$ cat src/rtl/load_store_unit.sv
// Memory-access stage: turns an EX-stage effective address into a single
// word-aligned bus transaction and returns the extended load result.
module load_store_unit #(
  parameter int ADDR_WIDTH = 32,
  parameter int DATA_WIDTH = 32,
  parameter int TIMEOUT    = 255
) (
  input  logic                  clk,
  input  logic                  rst,
  input  logic                  mem_read,
  input  logic                  mem_write,
  input  logic [2:0]            funct3,
  input  logic [ADDR_WIDTH-1:0] addr,
  input  logic [DATA_WIDTH-1:0] store_data,
  output logic                  stall,
  output logic                  done,
  output logic [DATA_WIDTH-1:0] load_data,
  output logic                  lsu_err,
  output logic                  mem_req,
  output logic                  mem_we,
  output logic [ADDR_WIDTH-1:0] mem_addr,
  output logic [3:0]            mem_wstrb,
  output logic [DATA_WIDTH-1:0] mem_wdata,
  input  logic [DATA_WIDTH-1:0] mem_rdata,
  input  logic                  mem_ready
);

  localparam int CW = (TIMEOUT > 1) ? $clog2(TIMEOUT) : 1;
  localparam logic [CW-1:0] CNT_LAST =
    CW'((TIMEOUT > 0) ? TIMEOUT - 1 : 0);

  typedef enum logic [1:0] {
    IDLE,
    BUSY,
    DONE
  } state_t;

  typedef struct packed {
    logic                  req;
    logic                  we;
    logic [ADDR_WIDTH-1:0] addr;
    logic [3:0]            strb;
    logic [DATA_WIDTH-1:0] wdata;
  } bus_t;

  state_t                state_q, state_d;
  bus_t                  bus_q, bus_d;
  logic [1:0]            off_q, off_d;
  logic [2:0]            f3_q, f3_d;
  logic [CW-1:0]         cnt_q, cnt_d;
  logic [DATA_WIDTH-1:0] ld_q, ld_d;
  logic                  err_q, err_d;

  logic                  is_ld;
  logic                  is_st;
  logic                  any_req;
  logic                  f3_ok;
  logic                  aligned;
  logic                  legal;
  logic [3:0]            st_strb;
  logic [DATA_WIDTH-1:0] st_wdata;
  logic [7:0]            rd_byte;
  logic [15:0]           rd_half;
  logic [DATA_WIDTH-1:0] rd_ext;

  assign is_ld   = mem_read & ~mem_write;
  assign is_st   = mem_write & ~mem_read;
  assign any_req = mem_read | mem_write;

  always_comb begin
    f3_ok = 1'b0;
    if (is_ld)
      f3_ok = funct3 inside {3'b000, 3'b001, 3'b010,
                             3'b100, 3'b101};
    else if (is_st)
      f3_ok = funct3 inside {3'b000, 3'b001, 3'b010};
  end

  always_comb begin
    aligned = 1'b1;
    case (funct3[1:0])
      2'b01:   aligned = ~addr[0];
      2'b10:   aligned = (addr[1:0] == 2'b00);
      default: aligned = 1'b1;
    endcase
  end

  assign legal = f3_ok & aligned;

  always_comb begin
    st_strb  = 4'b1111;
    st_wdata = store_data;
    case (funct3[1:0])
      2'b00: begin
        st_strb  = 4'b0001 << addr[1:0];
        st_wdata = {4{store_data[7:0]}};
      end
      2'b01: begin
        st_strb  = 4'b0011 << addr[1:0];
        st_wdata = {2{store_data[15:0]}};
      end
      default: begin
        st_strb  = 4'b1111;
        st_wdata = store_data;
      end
    endcase
  end

  assign rd_byte = mem_rdata[{off_q, 3'b000} +: 8];
  assign rd_half = off_q[1] ? mem_rdata[31:16]
                            : mem_rdata[15:0];

  always_comb begin
    rd_ext = mem_rdata;
    case (f3_q)
      3'b000:  rd_ext = {{24{rd_byte[7]}}, rd_byte};
      3'b001:  rd_ext = {{16{rd_half[15]}}, rd_half};
      3'b100:  rd_ext = {24'b0, rd_byte};
      3'b101:  rd_ext = {16'b0, rd_half};
      default: rd_ext = mem_rdata;
    endcase
  end

  always_comb begin
    state_d = state_q;
    bus_d   = bus_q;
    off_d   = off_q;
    f3_d    = f3_q;
    cnt_d   = cnt_q;
    ld_d    = ld_q;
    err_d   = 1'b0;
    unique case (state_q)
      IDLE: begin
        bus_d = '0;
        unique case (1'b1)
          !any_req: begin
            bus_d = '0;
          end
          legal: begin
            bus_d.req   = 1'b1;
            bus_d.we    = is_st;
            bus_d.addr  = {addr[ADDR_WIDTH-1:2], 2'b00};
            bus_d.strb  = is_st ? st_strb : 4'b0000;
            bus_d.wdata = is_st ? st_wdata : '0;
            off_d       = addr[1:0];
            f3_d        = funct3;
            cnt_d       = '0;
            state_d     = BUSY;
          end
          default: begin
            err_d   = 1'b1;
            ld_d    = '0;
            state_d = DONE;
          end
        endcase
      end
      BUSY: begin
        if (mem_ready) begin
          if (!bus_q.we)
            ld_d = rd_ext;
          bus_d   = '0;
          state_d = DONE;
        end else if (TIMEOUT != 0 && cnt_q == CNT_LAST) begin
          bus_d   = '0;
          err_d   = 1'b1;
          ld_d    = '0;
          state_d = DONE;
        end else begin
          cnt_d = cnt_q + CW'(1);
        end
      end
      DONE: begin
        bus_d   = '0;
        state_d = IDLE;
      end
      default: begin
        bus_d   = '0;
        state_d = IDLE;
      end
    endcase
  end

  always_ff @(posedge clk or negedge rst) begin
    if (!rst) begin
      state_q <= IDLE;
      bus_q   <= '0;
      off_q   <= '0;
      f3_q    <= '0;
      cnt_q   <= '0;
      ld_q    <= '0;
      err_q   <= 1'b0;
    end else begin
      state_q <= state_d;
      bus_q   <= bus_d;
      off_q   <= off_d;
      f3_q    <= f3_d;
      cnt_q   <= cnt_d;
      ld_q    <= ld_d;
      err_q   <= err_d;
    end
  end

  assign stall     = ((state_q == IDLE) & any_req) |
                     (state_q == BUSY);
  assign done      = (state_q == DONE);
  assign lsu_err   = err_q;
  assign load_data = ld_q;
  assign mem_req   = bus_q.req;
  assign mem_we    = bus_q.we;
  assign mem_addr  = bus_q.addr;
  assign mem_wstrb = bus_q.strb;
  assign mem_wdata = bus_q.wdata;

endmodule

$ cat config.mk
export PLATFORM = sky130hd
export DESIGN_NAME = load_store_unit
export DESIGN_NICKNAME = d
export VERILOG_FILES = /design/src/rtl/load_store_unit.sv
export SDC_FILE = /design/constraint.sdc
export NUM_CORES = 1
export LEC_CHECK = 0
export CAP_MARGIN = 15
export CORE_MARGIN = 2
export CORE_UTILIZATION = 40
export CTS_CLUSTER_SIZE = 28
export DETAILED_ROUTE_END_ITERATION = 8
export PLACE_DENSITY = 0.86
export SETUP_SLACK_MARGIN = 0.02
export SLEW_MARGIN = 0
export SYNTH_ARGS = -nofsm -noshare
export SYNTH_HDL_FRONTEND = slang
export SYNTH_SLANG_ARGS = --single-unit
$ cat constraint.sdc
create_clock -name clk -period 2.05 [get_ports clk]
set_input_delay 0.41 -clock clk [delete_from_list [all_inputs] [get_ports clk]]
set_output_delay 0.41 -clock clk [all_outputs]
set_load 0.01 [all_outputs]
; ---- Word-level counts from Yosys, hierarchy flattened
; Index checks and enable logic that the tools add are counted.
[classes]
addsub = 1
muxes = 30
shift = 3
div = 0
multipliers = 0
magnitude_cmp = 0
bitwise_logic = 9
n_eq_ne = 19
n_reduce_logical = 14
[op_table]
columns = operator, count
row1 = 70-bit 2-to-1 mux, 3
row2 = 32-bit 2-to-1 mux, 5
row3 = 70-bit case mux with 2 select lines, 1
row4 = 32-bit case mux with 2 select lines, 2
row5 = 32-bit case mux with 4 select lines, 1
row6 = 32-bit by 6-bit indexed part select with 8-bit output, 1
row7 = 8-bit 2-to-1 mux, 3
row8 = 16-bit 2-to-1 mux, 1
row9 = 8-bit case mux with 2 select lines, 1
row10 = "3-bit equality test, second input constant", 4
row11 = "2-bit != test, second input constant", 5
row12 = "8-bit by 1-bit adder with 8-bit output, second input constant", 1
row13 = "8-bit equality test, second input constant", 1
row14 = 2-bit case mux with 2 select lines, 2
row15 = 4-bit case mux with 2 select lines, 1
row16 = 4-bit AND reduction, 2
row17 = "3-bit by 1-bit equality test with 1-bit output, second input constant", 2
row18 = 2-bit zero test, 3
row19 = 3-bit zero test, 2
row20 = "3-bit != test, second input constant", 2
row21 = 1-bit 2-to-1 mux, 5
row22 = 5-bit nonzero test, 1
row23 = 1-bit AND, 4
row24 = "2-bit by 1-bit equality test with 1-bit output, second input constant", 2
row25 = 14 further kinds, 21
[totals]
elab_cells = 87
n_memories = 0
output_inout_bits = 105
ram_bits = 0
reg_bits = 118
input_bits = 104
latchBits = 0
rom_bits = 0

; ---- Logic depth before layout (Yosys ltp)
[logic_depth]
depth_word = 8
mapped_depth = 11
mapped_depth_nobuf = 7

; ---- Worst setup path before layout
; No wires, ideal clock.
[synth_timing]
path_kind = input -> register
start = input funct3[1]
end = register bus_q (netlist bit mem_wstrb[2])
slack_ps = -443
required_time_ps = 1976
setup_ps = 74
cell_stages = 10
arrival_time_ps = 2419
n_path_buf = 3
cell_sequence = inv_1 ha_1 clkbuf_1 nand2b_1 o311a_1 or3_4 or4_4 buf_6 buf_8 o21ai_2
[synth_via]
elab_chain_cells = 7
[synth_lines]
columns = item, line
row1 = start: declaration, 12  ; input logic [2:0] funct3,
row2 = "3-bit by 1-bit equality test with 1-bit output, or another cell as far along", "73, 76"
row3 = 3-bit nonzero test, 76  ; f3_ok = funct3 inside {3'b000, 3'b001, 3'b010};
row4 = 1-bit 2-to-1 mux, 75  ; else if (is_st)
row5 = 1-bit 2-to-1 mux, 72  ; if (is_ld)
row6 = 1-bit AND, 88  ; assign legal = f3_ok & aligned;
row7 = 70-bit 2-to-1 mux (*), 135  ; unique case (1'b1)
row8 = 70-bit case mux with 2 select lines (*), 132  ; unique case (state_q)
row9 = end signal: assignment, 194  ; bus_q <= bus_d;
row10 = end: declaration, 47  ; bus_t bus_q, bus_d;
; Every way passes the cells marked *; elsewhere a longest branch is shown, timed or not.
; A chain may end at the register's enable or synchronous reset.

; ---- Worst setup path after layout
[layout_timing]
start = input addr[1]
end = register bus_q (netlist bit mem_wdata[24])
[layout_via]
elab_chain_cells = 5
[layout_lines]
columns = item, line
row1 = start: declaration, 13  ; input logic [ADDR_WIDTH-1:0] addr,
row2 = 2-bit zero test, 83  ; 2'b10: aligned = (addr[1:0] == 2'b00);
row3 = 1-bit case mux with 2 select lines, 81  ; case (funct3[1:0])
row4 = 1-bit AND, 88
row5 = 70-bit 2-to-1 mux, 135
row6 = 70-bit case mux with 2 select lines, 132
; No other way between the ends.

==> impl_metrics.yaml <==
die:
  die_area_mm2: 0.0151
  ios: 209
  die_y_um: 123
  die_w_um: 123
  rows: 43
  core_mm2: 0.0138
  start_util_pct: 40.8
yosys:
  synth.distinct_cells: 48
  syn_inst: 533
  synth_seq_area_share_pct: 51.5
  ys_seq_elements: 116
  ys_warn_count: 0
  async_reset_ff_share_pct: 100
  synthesis.area_mm2: 0.00564
  synthFlopType: "dfrtp_1"
  syn_area_per_cell_um2: 10.6
  synth-edff-count: 0
job:
  drv_cap: 0
timing:
  finalHoldViolCount: 0
  fin_crit_sh_pct: 98.2
  setup_slack_ns: 0.0377
  period_minus_slack_ns: 2.01
  fmax_mhz: 497
  relSlewSlack_pct: 60.5
  rsz0062_at_grt: "yes"
  maxSlewViolCount: 0
  setup_viol: 0
  worst_pin_slew_ns: 0.578
  finClkSkew_ns: 0.00670
  whs_ns: 0.257
worst_hold_path:
  hp-class: "in -> reg"
  min_from: "funct3[1]"
grt:
  first_global_vias: 5447
  grt_max_degree: 43
  grt_pass1_wl_mm: 27.8
  grt_overflow: 0
  grt_usage_pct: 24.1
  antenna_found_initial: 0
route:
  wl_per_cell_um: 18.5
  viasPerCell: 5.57
  vias: 5366
  routed_wl_mm: 17.8
  post-route-drc-count: 0
  drt_first_pass_iters: 5
  ant_nets: 0
  drt_iter0_markers: 371
place:
  gp_congestion: 0.950
  hpwl_mm: 12.7
  placed_cells: 925
  port_buffers: 206
  place_ws_ns: -0.818
power_and_ir_drop:
  power.leakage_nw: 3.96
  p_per_area_mw_per_mm2: 908
  ir_drop_mv: 0.609
critical_path:
  r2r_start: "off_q[1]"
  path_max_fanout: 25
  cp_data_arrival_time_ns: 2.34
  crit_path_start_kind: "primary input"
  worst_path_max_delay_cell: "clkdlybuf4s50_1"
  endpoint_kind: "flip-flop"
  critPathKind: "in -> reg"
  max_stage_delay_ns: 0.45
  cp_cell_sequence: "clkdlybuf4s50_1 -> o311a_4 -> or3_4 -> or4_4 -> buf_12 -> o21ai_1"
  worstPathRequired_ns: 2.38
  cp-startpoint: "addr[1]"
cells_and_area:
  final_util_pct: 65.4
  final_cell_count_no_fill: 964
  layout_commonest_cell: "clkdlybuf4s50_1"
  mostFrequentLayoutCells: "197 x clkdlybuf4s50_1, 116 x dfrtp_1, 66 x nand2_1, 45 x buf_4, 41 x a22o_1"
  final_nets: 881
  diodes: 0
  drive_gt1_share_pct: 19.6
  syn2layout_area_growth_pct: 60.4
clocking:
  clkSinkCount: 116
  cts_tree: "done"
  clk_latency_ns: 0.41
  cts-root-buf: "clkbuf_16"
  clk_pin_slew_ns: 0.05
  htree_num_levels: 4
  clockBufferDepth: 2
  cts_buffers: 17
run_status:
  status: "finished clean"
[repair_timing]
action                     in CTS  in global routing
hold buffers                    1                  0
gates resized for setup        45                  4
cloned                          2                  0
setup buffers                   6                  1
pin swaps                       7                  3
setup endpoints to repair     118                 38
hold endpoints to repair        8                  0
[worst paths after layout]
kind,endpoint,slack [ns],cells past startpoint
max,mem_wdata[24],0.04,6
min,f3_q[1],0.26,2
max reg2reg,load_data[15],0.10,5
min reg2reg,mem_req,0.47,1
max in group asynchronous,f3_q[0],0.86,3
min in group asynchronous,load_data[30],0.54,2
[stage by stage]
stage	TNS, ns	cell area [um2]	power, mW
6_report	0	9040	8.21
5_1_grt	0	9040	8.57
4_1_cts	0	9060	8.29
3_5_place_dp	-77.26	8220	4.80
3_3_place_gp	-69.62	8220	4.72
2_1_floorplan	-7.18	5730	3.85
[worst max-delay path: cells and delay by family]
kind,cells,cell delay [ns]
and+or+nand+nor,2,0.78
AOI/OAI and AO/OA,2,0.50
buffers and inverters,2,0.64
[cell type report]
type                    instances  area, um2
clock buffers                  24        522
clock inverters                 8        143
fillers                      1010       4790
inverters                       8       36.3
multi-input cells             367       2660
flip-flops and latches        116       2900
well taps                     180        225
repair buffers                261       2550
[synth_stat cells, types with 2 or more instances]
library cell  count  area share, %
and3_1           16            1.8
buf_1             3           0.20
a31oi_1           8           0.89
buf_2             6           0.53
mux2i_1           9            1.6
or2_2             2           0.22
a21o_1            2           0.27
clkbuf_1         27            1.8
nor2_1           15            1.0
nand2b_1         15            1.7
nand3_1           3           0.27
nand2_1          66            4.4
nor3b_1           3           0.40
a211oi_1          2           0.27
buf_4             4           0.53
nor2b_1          28            3.1
o21ai_2          19            3.0
o22ai_1           9            1.0
ha_1              6            1.3
o2bb2ai_1        24            3.7
a22o_1           41            6.4
a21oi_1          12            1.1
o221ai_1          8            1.2
mux2_2           20            4.0
a211o_1           2           0.31
buf_8             2           0.53
inv_1             8           0.53
dfrtp_1         116             52
nor3_1            3           0.27
nor4_1            2           0.22
o21ai_0          33            2.9
or3_1             3           0.33
[report_power, final]
group / total, mW / internal (mW) / leakage, nW / switching [mW]
Clock: 3.26 / 2.25 / 0.328 / 1.00
Combinational: 2.26 / 1.16 / 2.03 / 1.10
Sequential: 2.69 / 2.49 / 1.60 / 0.205
[per-layer routing]
layer	vias up	GRT usage, %	routed length [um]
met2	286	38.9	8670
met3	52	6.41	1380
li1	2421	-	-
met1	2607	29.4	7050
met5	-	0	0
met4	0	13.1	700
[registers in the layout (all words and copies together) (netlist names)]
| signal | cells |
|---|---|
| off_q | 2 |
| mem_wdata | 32 |
| f3_q | 3 |
| mem_wstrb | 4 |
| mem_we | 1 |
| lsu_err | 1 |
| state_q | 2 |
| mem_req | 1 |
| load_data | 32 |
| cnt_q | 8 |
| mem_addr | 30 |
[kinds of logic after synthesis]
logic type      count (synthesis)  share of synthesized area [%]
compound gates                167                           22.1
fa+ha+maj                       6                           1.33
simple gates                  162                           14.7
flops                         116                           51.5
buf+inv                        51                           4.33
mux                            30                           5.99
other cells                     1                         0.0665
Power figures use the tool's default switching activity.
